`config.mk`:
```
export PLATFORM = sky130hd
export DESIGN_NAME = ws2812b_strip_ctrl
export DESIGN_NICKNAME = d
export VERILOG_FILES = /design/src/rtl/ws2812b_pkg.sv /design/src/rtl/ws2812b_pixel_scale.sv /design/src/rtl/ws2812b_strip_ctrl.sv
export SDC_FILE = /design/constraint.sdc
export NUM_CORES = 1
export LEC_CHECK = 0
export BUFFER_PORTS_ARGS = -buffer_cell sky130_fd_sc_hd__clkbuf_2
export CORE_MARGIN = 5
export CORE_UTILIZATION = 42
export CTS_CLUSTER_SIZE = 12
export DETAILED_ROUTE_END_ITERATION = 8
export PLACE_DENSITY = 0.63
export SLEW_MARGIN = 10
export SYNTH_ARGS = -nofsm -noshare
export SYNTH_HDL_FRONTEND = slang
export SYNTH_SLANG_ARGS = --single-unit
```
`constraint.sdc`:
```
create_clock -name clk -period 1.61 [get_ports clk]
set_input_delay 0.322 -clock clk [delete_from_list [all_inputs] [get_ports clk]]
set_output_delay 0.322 -clock clk [all_outputs]
set_load 0.05 [all_outputs]
```
`src/rtl/ws2812b_pkg.sv`:
```
// Shared types and constants for the ws2812b strip controller.
package ws2812b_pkg;

  // Frame sequencer states
  typedef enum logic [1:0] {
    IDLE       = 2'd0,
    LOAD       = 2'd1,
    SEND       = 2'd2,
    WAIT_LATCH = 2'd3
  } state_t;

  localparam int PIXEL_W = 24;
  localparam int CHAN_W  = 8;

  // Channel bit offsets inside a GRB pixel (bit 23 goes out on the wire first)
  localparam int G_HI = 23;
  localparam int G_LO = 16;
  localparam int R_HI = 15;
  localparam int R_LO = 8;
  localparam int B_HI = 7;
  localparam int B_LO = 0;

  // Scale one colour channel by factor (1..256) and drop the low byte.
  // 255 * 256 = 65280 still fits in 16 bits, so no overflow is possible.
  function automatic logic [CHAN_W-1:0] scale_chan(input logic [CHAN_W-1:0] chan,
                                                   input logic [CHAN_W:0]   factor);
    return 8'((16'(chan) * 16'(factor)) >> 8);
  endfunction

endpackage

```
`src/rtl/ws2812b_pixel_scale.sv`:
```
// Combinational per-channel brightness scaling: c' = (c * (scale + 1)) >> 8.
// Only instantiated when WS2812B_BRIGHTNESS_EN is defined.
module ws2812b_pixel_scale
  import ws2812b_pkg::*;
(
  input  logic [PIXEL_W-1:0] pixel,
  input  logic [CHAN_W-1:0]  scale,
  output logic [PIXEL_W-1:0] scaled
);

  logic [CHAN_W:0] factor_s;

  // Factor is scale+1 so that full scale (255) becomes an exact pass-through
  always_comb begin
    factor_s             = {1'b0, scale} + 9'd1;
    scaled[G_HI:G_LO]    = scale_chan(pixel[G_HI:G_LO], factor_s);
    scaled[R_HI:R_LO]    = scale_chan(pixel[R_HI:R_LO], factor_s);
    scaled[B_HI:B_LO]    = scale_chan(pixel[B_HI:B_LO], factor_s);
  end

endmodule

```
`src/rtl/ws2812b_strip_ctrl.sv`:
```
// Frame sequencer for the ws2812b LED driver: holds the host-written pixel
// buffer and streams a frame of pixels over a valid/ready handshake, flagging
// the last one with drv_latch, then waits out the driver's reset gap.
// Optional feature macro: WS2812B_BRIGHTNESS_EN (adds a brightness input that
// scales every channel at LOAD time).
module ws2812b_strip_ctrl
  import ws2812b_pkg::*;
#(
  parameter int N_PIXELS = 16,
  parameter int AW       = $clog2(N_PIXELS)
) (
  input  logic               clk,
  input  logic               reset,
  input  logic               wr_en,
  input  logic [AW-1:0]      wr_addr,
  input  logic [PIXEL_W-1:0] wr_data,
  input  logic [AW:0]        num_pixels,
  input  logic               start,
`ifdef WS2812B_BRIGHTNESS_EN
  input  logic [CHAN_W-1:0]  brightness,
`endif
  output logic               busy,
  output logic               done,
  output logic [PIXEL_W-1:0] drv_data,
  output logic               drv_valid,
  output logic               drv_latch,
  input  logic               drv_ready
);

  localparam logic [AW:0]   NPIX_L   = (AW+1)'(N_PIXELS);
  localparam logic [AW:0]   LEN_ZERO = {(AW+1){1'b0}};
  localparam logic [AW:0]   LEN_ONE  = {{AW{1'b0}}, 1'b1};
  localparam logic [AW-1:0] IDX_ZERO = {AW{1'b0}};
  localparam logic [AW-1:0] IDX_ONE  = {{(AW-1){1'b0}}, 1'b1};

  // Pixel buffer (intentionally not reset)
  logic [PIXEL_W-1:0] pix_buf_r [N_PIXELS];

  state_t             state_r, state_s;
  logic [AW-1:0]      idx_r, idx_s;
  logic [AW:0]        len_r, len_s;
  logic               busy_r, busy_s;
  logic               done_r, done_s;
  logic [PIXEL_W-1:0] drv_data_r, drv_data_s;
  logic               drv_valid_r, drv_valid_s;
  logic               drv_latch_r, drv_latch_s;

  logic               addr_ok_s;
  logic [AW:0]        len_clamp_s;
  logic [PIXEL_W-1:0] raw_pix_s;
  logic [PIXEL_W-1:0] load_pix_s;

  // Address range check and frame length clamp to the buffer depth
  always_comb begin
    addr_ok_s   = ({1'b0, wr_addr} < NPIX_L);
    len_clamp_s = (num_pixels > NPIX_L) ? NPIX_L : num_pixels;
    raw_pix_s   = pix_buf_r[idx_r];
  end

  // Host writes; a write coinciding with LOAD of the same address lands after the read
  always_ff @(posedge clk) begin
    if (wr_en && addr_ok_s) begin
      pix_buf_r[wr_addr] <= wr_data;
    end
  end

`ifdef WS2812B_BRIGHTNESS_EN
  logic [CHAN_W-1:0] brightness_r;

  // Brightness is frozen for the whole frame at the accepted start
  always_ff @(posedge clk or posedge reset) begin
    if (reset) begin
      brightness_r <= 8'hFF;
    end else if ((state_r == IDLE) && start) begin
      brightness_r <= brightness;
    end
  end

  ws2812b_pixel_scale u_pixel_scale (
    .pixel  (raw_pix_s),
    .scale  (brightness_r),
    .scaled (load_pix_s)
  );
`else
  assign load_pix_s = raw_pix_s;
`endif

  // Next-state and next-output logic of the frame sequencer
  always_comb begin
    state_s     = state_r;
    idx_s       = idx_r;
    len_s       = len_r;
    busy_s      = busy_r;
    done_s      = 1'b0;
    drv_data_s  = drv_data_r;
    drv_valid_s = drv_valid_r;
    drv_latch_s = drv_latch_r;

    case (state_r)
      IDLE: begin
        drv_valid_s = 1'b0;
        if (start) begin
          if (len_clamp_s != LEN_ZERO) begin
            len_s   = len_clamp_s;
            idx_s   = IDX_ZERO;
            busy_s  = 1'b1;
            state_s = LOAD;
          end else begin
            // Empty frame completes immediately without touching the driver
            done_s  = 1'b1;
          end
        end else begin
          state_s = IDLE;
        end
      end

      LOAD: begin
        drv_data_s  = load_pix_s;
        drv_latch_s = ({1'b0, idx_r} == (len_r - LEN_ONE));
        drv_valid_s = 1'b1;
        state_s     = SEND;
      end

      SEND: begin
        if (drv_ready && drv_valid_r) begin
          drv_valid_s = 1'b0;
          drv_latch_s = 1'b0;
          if (drv_latch_r) begin
            state_s = WAIT_LATCH;
          end else begin
            idx_s   = idx_r + IDX_ONE;
            state_s = LOAD;
          end
        end else begin
          state_s = SEND;
        end
      end

      WAIT_LATCH: begin
        // The driver raises ready again once its reset gap has elapsed
        drv_valid_s = 1'b0;
        if (drv_ready) begin
          done_s  = 1'b1;
          busy_s  = 1'b0;
          state_s = IDLE;
        end else begin
          state_s = WAIT_LATCH;
        end
      end

      default: begin
        state_s     = IDLE;
        busy_s      = 1'b0;
        drv_valid_s = 1'b0;
        drv_latch_s = 1'b0;
      end
    endcase
  end

  // Sequencer state and registered outputs
  always_ff @(posedge clk or posedge reset) begin
    if (reset) begin
      state_r     <= IDLE;
      idx_r       <= IDX_ZERO;
      len_r       <= LEN_ZERO;
      busy_r      <= 1'b0;
      done_r      <= 1'b0;
      drv_data_r  <= 24'h000000;
      drv_valid_r <= 1'b0;
      drv_latch_r <= 1'b0;
    end else begin
      state_r     <= state_s;
      idx_r       <= idx_s;
      len_r       <= len_s;
      busy_r      <= busy_s;
      done_r      <= done_s;
      drv_data_r  <= drv_data_s;
      drv_valid_r <= drv_valid_s;
      drv_latch_r <= drv_latch_s;
    end
  end

  assign busy      = busy_r;
  assign done      = done_r;
  assign drv_data  = drv_data_r;
  assign drv_valid = drv_valid_r;
  assign drv_latch = drv_latch_r;

endmodule
```
Yosys cells after proc, flatten, opt, wreduce, memory -nomap -nowiden. Memory sizes are Yosys's and may differ from the RTL's. A register that Yosys moved wholly into a read port is not among the register bits. Cells that the tools add are included.

Register bits: 15. Bits in writable memories: 384. Input port bits: 38. Output and inout port bits: 28. Memories: 1.

Memory list: pix_buf_r (words 16, width 24, rd ports 1, clocked after memory_dff 1, write ports 1, RTL line ws2812b_strip_ctrl.sv:37) `logic [PIXEL_W-1:0] pix_buf_r [N_PIXELS];`.

Add/sub/neg operators: 2. Magnitude comparators: 1. Eq/ne operators: 10. Muxes and demuxes: 25. Reduce and logical (&&, ||, !) cells: 11.

Operators with widths (number): 2-to-1 mux 4 bit (4); 2-to-1 mux 2 bit (5); != test 2 bit, second input constant (5); 2-to-1 mux 1 bit (9); one-hot mux 2 bit (4 select lines) (1); one-hot mux 4 bit (2 select lines) (1); one-hot mux 1 bit (2 select lines) (3); nonzero test 2 bit (3); == test 4 x 5 -> 1 bit (1); > comparator 5 bit, second input constant (1); 2-to-1 mux 5 bit (1); AND reduction 5 bit (1); nonzero test 5 bit (1); subtractor 5 x 1 -> 5 bit, second input constant (1); adder 4 x 1 -> 4 bit, second input constant (1); == test 2 bit, second input constant (2); AND reduction 4 bit (1); != test 3 bit, second input constant (1); one-hot mux 1 bit (3 select lines) (1); AND reduction 3 bit (1); == test 2 x 1 -> 1 bit, second input constant (1); logical NOT 2 bit (1); AND reduction 2 bit (1); OR reduction 2 bit (1); logical AND 1 bit (1).

Depth between registers and ports, before layout. Gate-level depths: netlist of the first run.

Word-level depth: 6. Mapped depth: 7. Depth with buffers taken out: 6.

Worst setup path after synthesis of the first run. No wires, ideal clock.

Path kind: input port to flip-flop. Start point: in wr_addr[2]. End point: mem pix_buf_r[0][0], enable pin. Library setup time: 0.435 ns. Arrival time: 2.504 ns. Path slack: -1.329 ns. Stages: 2. Cell sequence: or3b_2 -> nor3_1.

RTL lines: from (decl) (RTL line ws2812b_strip_ctrl.sv:15) `input logic [AW-1:0] wr_addr,`; to (decl) (RTL line ws2812b_strip_ctrl.sv:37).

Straight into the memory's write port.

==> impl_results.md, run 1 <==
- I/O Buffers: 65
- Die area: 0.04310 mm²
- Critical path arrival: 2.18 ns
- Global placement routability congestion: 0.7499
- Synth Area in Simple Gates: 0.02426
- Worst R2R Start: idx_r[2]
- Post-place setup slack: -0.2801 ns
- R2r setup slk: -0.15 ns
- TritonCTS clock tree: done
- H-tree depth: 2
- Ys Warns: 0
- Post-synthesis sequential area ratio: 0.7626
- Adder-cell share of the synthesized area: 0.004577
- Avg Inst Size Synth: 20.32 µm²
- Remaining Overflow, GRT: 0
- Post-synth ARST share: 0.09220
- Status: complete, but fails checks
- GRT Total Usage: 0.1676
- Placed insts: 1,451
- Starting Density: 0.4244
- WS Path Type: register to register
- DRC: 0
- Peak VDD IR: 0.0009589 V
- Final Hold Viols: 0
- Crit path max-delay family: multiplexers
- Worst Path Required: 2.03 ns
- Worst hold path depth: 3
- Hold EP: state_r[0]
- # fillers: 3,022
- Post-synthesis compound-gate area fraction: 0.03982
- Reg clk slew, reported paths: 0.06 ns
- Setup_tns: -2.422 ns
- Library cells used by synthesis: 51
- Global-route wire length before repair: 54,990 µm
- Final setup violation count: 26
- P_leak: 6.749 nW
- Worst Hold Class: input port to register
- Via density: 5.431
- Die Wd: 207.6 µm
- Core Footprint: 0.03865 mm²
- FF-to-FF path depth: 5
- Worst slew pin tran: 0.4251 ns
- Pre-Repair DR Iteration Count: 5
- EDFF count, synth: 384
- Min-delay src: start
- CP max-delay cell: mux4_2
- Mapped Area: 0.01640 mm²
- CP max stage delay: 0.52 ns
- Flops & latches, synth: 423
- Nets@finish: 1,036
- Max Slew Vio Count: 0
- XOR/XNOR Fraction of Synth Area: 0.003738
- Pin count of the biggest net entering global routing: 40
- Syn_nets: 851
- Layout Cells excl Fill: 1,546
- Row count: 72
- Worst hold slack: 0.08220 ns
- Number of buffers created by CTS: 44
- DR vias: 8,396
- Max clock buf depth: 3
- Final Skew: 0.01410 ns
- Drt initial violations: 724
- Largest family of logic cells by synthesized area: multiplexers
- IO Pins: 66
- Final period util: 1.091
- CP startpoint kind: register
- PD cells: 1471 mW/mm²
- Die Y: 207.6 µm
- Rel. slew slack: 0.7166
- Vias in the first global route: 8,737
- Final worst path period need: 1.757 ns
- Layout cells sized above 1: 0.3875
- Buffers & Inverters on Critical Path: 1
- CTS Sinks: 423
- Post-synthesis mux area share: 0.1466
- Crit. End Element: register
- Unrepaired setup endpoints after global routing: true
- Cells after Synth: 807
- Worst skew pair latency: 0.54 ns
- Root buf cell: clkbuf_16
- Total Routed Length: 36,540 µm
- Most used DFF post-synth: edfxtp_1
- Worst R2R End: drv_data[21]
- Failing checks: negative setup slack
- Final setup margin: -0.1472 ns
- HPWL after DPL: 22,610 µm
- Final ANT Viol Nets: 0
- Cell Chain, Critical Path: buf_12 -> mux4_2 -> mux2_4 -> o22ai_2 -> a21oi_1
- Post-DR wirelength/cell: 23.63 µm
- F_max: 0.5691 GHz
- Maxcap violations: 0
- Area grow syn2layout: 22.88%
- CP startpoint: idx_r[2]
- CP max FO: 16
- Initial antenna violation count: 2
==> cells by family after synthesis <==
| kind of cell | after synthesis |
|---|---|
| DFF | 423 |
| muxes | 134 |
| AOI/OAI and AO/OA | 101 |
| and+or+nand+nor | 78 |
| buffers and inverters | 58 |
| xor gates and xnor gates | 7 |
| adders and majority gates | 6 |
==> how the worst max path moves through the flow <==
| stage | end | slack (ns) | cells past startpoint |
|---|---|---|---|
| 3_5_place_dp | idx_r[2] | -0.28 | 6 |
| 6_report | drv_data[21] | -0.15 | 5 |
| 2_1_floorplan | pix_buf_r[12][0] | -0.28 | 2 |
| 5_1_grt | drv_data[9] | -0.23 | 5 |
| 4_1_cts | drv_data[22] | -0.17 | 5 |
| 3_3_place_gp | idx_r[2] | -0.23 | 6 |
==> power by group <==
part	internal [mW]	switching (mW)
Sequential	12.6	0.485
Combinational	3.16	3.99
Clock	5.42	3.95
Total	21.2	8.42
==> cell usage after synthesis (2+ instances only) <==
master | instances | area, µm²
a21oi_1 | 20 | 100.1
a31oi_1 | 4 | 25.02
and3_1 | 7 | 43.79
buf_1 | 2 | 7.510
buf_2 | 13 | 65.06
buf_4 | 9 | 67.56
buf_6 | 3 | 33.78
clkbuf_1 | 15 | 56.30
dfrtp_1 | 39 | 975.9
edfxtp_1 | 384 | 11530
ha_1 | 6 | 75.07
inv_1 | 13 | 48.80
inv_2 | 2 | 7.510
mux2_2 | 17 | 191.4
mux2i_1 | 37 | 370.4
mux4_1 | 11 | 289.0
mux4_2 | 69 | 1554
nand2_1 | 20 | 75.07
nand2b_1 | 12 | 75.07
nand3_1 | 2 | 10.01
nand3b_1 | 2 | 15.01
nor2_1 | 19 | 71.32
nor3_1 | 6 | 30.03
o211ai_1 | 3 | 22.52
o21ai_0 | 5 | 25.02
o22ai_1 | 49 | 306.5
o31ai_1 | 6 | 45.04
o32ai_1 | 3 | 26.28
or2_2 | 2 | 12.51
xnor2_1 | 6 | 52.55
==> placed cells by master, fill, tap and decap left out, types with 10 or more instances in the layout <==
| cell type | n |
|---|---|
| nand2_1 | 18 |
| buf_12 | 34 |
| clkbuf_16 | 45 |
| clkbuf_1 | 22 |
| mux2_4 | 11 |
| a21oi_1 | 20 |
| mux4_2 | 80 |
| mux2i_1 | 35 |
| o22ai_2 | 14 |
| edfxtp_1 | 384 |
| inv_1 | 10 |
| nand2b_1 | 11 |
| o22ai_1 | 36 |
| dfrtp_1 | 33 |
| buf_4 | 75 |
| clkbuf_2 | 61 |
| nor2_4 | 12 |
==> layer usage <==
layer	part of all wire	global-route usage
met4	0.015	0.03647
met1	0.42	0.2312
met2	0.50	0.2821
met5	0.00036	0
met3	0.062	0.03159
==> registers in the layout, summed over array words and instances (netlist names) <==
name       flops
busy           1
done           1
drv_data      24
drv_latch      1
drv_valid      1
idx_r          4
len_r          5
pix_buf_r    384
state_r        2
==> what timing repair did <==
item | 4_1_cts | 5_1_grt
endpoints found under the setup margin | 31 | 29
endpoints found under the hold margin | 39 | 0
hold buffers | 1 | 0
pin swaps | 1 | 2
setup buffers | 8 | 4
gates resized for setup | 28 | 29
==> worst reg2reg max path: cells and delay by family, from the launching register on <==
family          cells  cell delay (ns)
mux                 2             0.80
buf+inv             1             0.19
compound gates      2             0.14
flops               1             0.49
==> layout make-up <==
type / instances / area, µm² / area share
Sequential cell: 423 / 12520 / 0.6212
Multi-Input combinational cell: 326 / 3910 / 0.1940
Timing Repair Buffer: 182 / 1674 / 0.08307
Clock buffer: 72 / 1277 / 0.06339
Tap cell: 518 / 648.1 / 0.03216
Inverter: 15 / 63.81 / 0.003166
Clock inverter: 9 / 57.56 / 0.002856
Antenna cell: 1 / 2.502 / 0.0001242
==> stage by stage <==
stage / area, µm² / utilization / power (mW)
floorplan: 16500 / - / 17.61
global placement: 18450 / 0.4775 / 19.91
detailed placement: 18450 / 0.4775 / 19.98
CTS: 19980 / 0.5169 / 29.60
global route: 20150 / 0.5215 / 30.90
finish: 20150 / 0.5215 / 29.64
(Power assumes the default switching activity.)
==> inputs of run 2 (changes only) <==
Settings changed: CORE_UTILIZATION 42 to 40, PLACE_DENSITY 0.63 to 0.61.
==> run 2 against run 1 <==
  * The run still ends with negative setup slack left
  * Critical path type unchanged
  * Die area increased by 4.8%
  * Final cell count up 2.7%
  * Final area grew 2.8%
  * Combinational power increased by 13%
  * Hold slack got worse by 0.033 ns
  * Via count is 3.0% higher
  * Non-clock buffer count grew 32
  * Highest routed layer unchanged
  * Largest power group unchanged
==> impl_results.md, run 2 (synthesis results as in run 1) <==
- Status: complete, but fails checks
- Failing checks: negative setup slack
- Final Hold Viols: 0
- P_leak: 6.954 nW
- Worst slew pin tran: 0.4380 ns
- Nets@finish: 1,068
- Layout cells sized above 1: 0.4100
- Final setup margin: -0.2218 ns
- Pre-Repair DR Iteration Count: 5
- Peak VDD IR: 0.0009176 V
- IO Pins: 66
- Die Y: 212.5 µm
- Global placement routability congestion: 0.7562
- Final worst path period need: 1.832 ns
- Unrepaired setup endpoints after global routing: true
- Number of buffers created by CTS: 44
- Most common cell after layout, fill and taps aside: edfxtp_1
- # fillers: 3,314
- Critical path arrival: 2.27 ns
- Worst skew pair latency: 0.56 ns
- Global-route wire length before repair: 56,320 µm
- HPWL after DPL: 23,530 µm
- Max clock buf depth: 3
- Row count: 74
- DRC: 0
- CTS Sinks: 423
- TritonCTS clock tree: done
- H-tree depth: 2
- Maxcap violations: 0
- Drt initial violations: 922
- Starting Density: 0.4026
- Crit. End Element: register
- Most frequent cells in the layout: edfxtp_1 (384), buf_4 (84), mux4_2 (80), clkbuf_2 (54), clkbuf_16 (49)
- Fin area: 0.02071 mm²
- Remaining Overflow, GRT: 0
- PD cells: 1473 mW/mm²
- I/O Buffers: 65
- Buffers & Inverters on Critical Path: 2
- Core Footprint: 0.04074 mm²
- R2r setup slk: -0.22 ns
- CP max FO: 6
- CP max-delay cell: mux4_2
- F_max: 0.5459 GHz
- Pin count of the biggest net entering global routing: 33
- Area grow syn2layout: 26.29%
- GRT Total Usage: 0.1701
- Worst Hold Class: input port to register
- Via density: 5.444
- Final setup violation count: 24
- Cell Chain, Critical Path: buf_6 -> clkbuf_16 -> mux4_2 -> mux2_2 -> o22ai_1 -> a21oi_1
- Die Wd: 212.5 µm
- Rel. slew slack: 0.7080
- Final period util: 1.138
- Max reg flops: 384
- Largest reg by FF count: pix_buf_r
- Total Routed Length: 39,120 µm
- Root buf cell: clkbuf_16
- Setup_tns: -3.437 ns
- DR vias: 8,645
- Final Skew: 0.01905 ns
- WS Path Type: register to register
- Reg clk slew, reported paths: 0.06 ns
- Worst Path Required: 2.05 ns
- CP max stage delay: 0.49 ns
- Post-DR wirelength/cell: 24.64 µm
- Vias in the first global route: 8,834
- Final ANT Viol Nets: 0
- Die area: 0.04515 mm²
- Diodes inserted: 0
- Area after DPL: 0.01860 mm²
- CP startpoint kind: register
- Initial antenna violation count: 1
- Max Slew Vio Count: 0
- Crit path max-delay family: multiplexers
## run 2: metal layers
metal | up-vias | share of wire | global-route usage
met1 | 4588 | 0.43 | 0.2411
met5 | - | 0.00046 | 0
met4 | 2 | 0.015 | 0.03906
li1 | 3763 | - | -
met3 | 46 | 0.056 | 0.03187
met2 | 246 | 0.50 | 0.2779
## run 2: cell type report
type | instances | area [µm²] | share of cell area
multi-input combinational | 326 | 3938 | 0.1901
timing repair buffer | 214 | 2213 | 0.1069
clock buffer | 67 | 1227 | 0.05926
clock inverter | 11 | 88.84 | 0.004289
sequential | 423 | 12520 | 0.6045
inverter | 15 | 58.81 | 0.002839
tap | 532 | 665.6 | 0.03214
## run 2: worst paths after layout
| check | to | start | cells past startpoint |
|---|---|---|---|
| min | state_r[0] | start | 3 |
| min reg2reg | len_r[1] | len_r[1] | 2 |
| max in group asynchronous | idx_r[2] | reset | 4 |
| min in group asynchronous | drv_data[1] | reset | 3 |
| max reg2reg | drv_data[11] | idx_r[2] | 6 |
| max | drv_data[11] | idx_r[2] | 6 |
## run 2: where the power goes
| part | leakage [nW] | switching, mW | internal, mW |
|---|---|---|---|
| Combinational | 2.40 | 4.27 | 3.82 |
| Sequential | 3.92 | 0.452 | 12.6 |
| Clock | 0.631 | 4.05 | 5.27 |
| Total | 6.95 | 8.77 | 21.7 |
## run 2: worst reg2reg max path, stage by stage (launching register included)
cell and delay (ns):
dfrtp_4 0.46, buf_6 0.15, clkbuf_16 0.16, mux4_2 0.49, mux2_2 0.27, o22ai_1 0.12, a21oi_1 0.06
## run 2: what timing repair did
action,CTS,global route
gates resized for setup,31,60
setup endpoints to repair,34,32
hold buffers,1,0
setup buffers,4,31
pin swaps,1,23
gates cloned,1,3
hold endpoints to repair,39,0
## run 2: through the flow
stage | utilization | worst slack, ns | instances | power (mW) | hold WS (ns)
2_1_floorplan | - | -0.2832 | 807 | 17.61 | 0.4209
3_3_place_gp | 0.4566 | -0.1582 | 1474 | 19.97 | 0.2539
3_5_place_dp | 0.4566 | -0.1818 | 1474 | 20.05 | 0.2585
4_1_cts | 0.4943 | -0.1727 | 1557 | 29.86 | 0.01610
5_1_grt | 0.5084 | -0.2693 | 1588 | 31.79 | 0.03817
6_report | 0.5084 | -0.2218 | 1588 | 30.51 | 0.04949
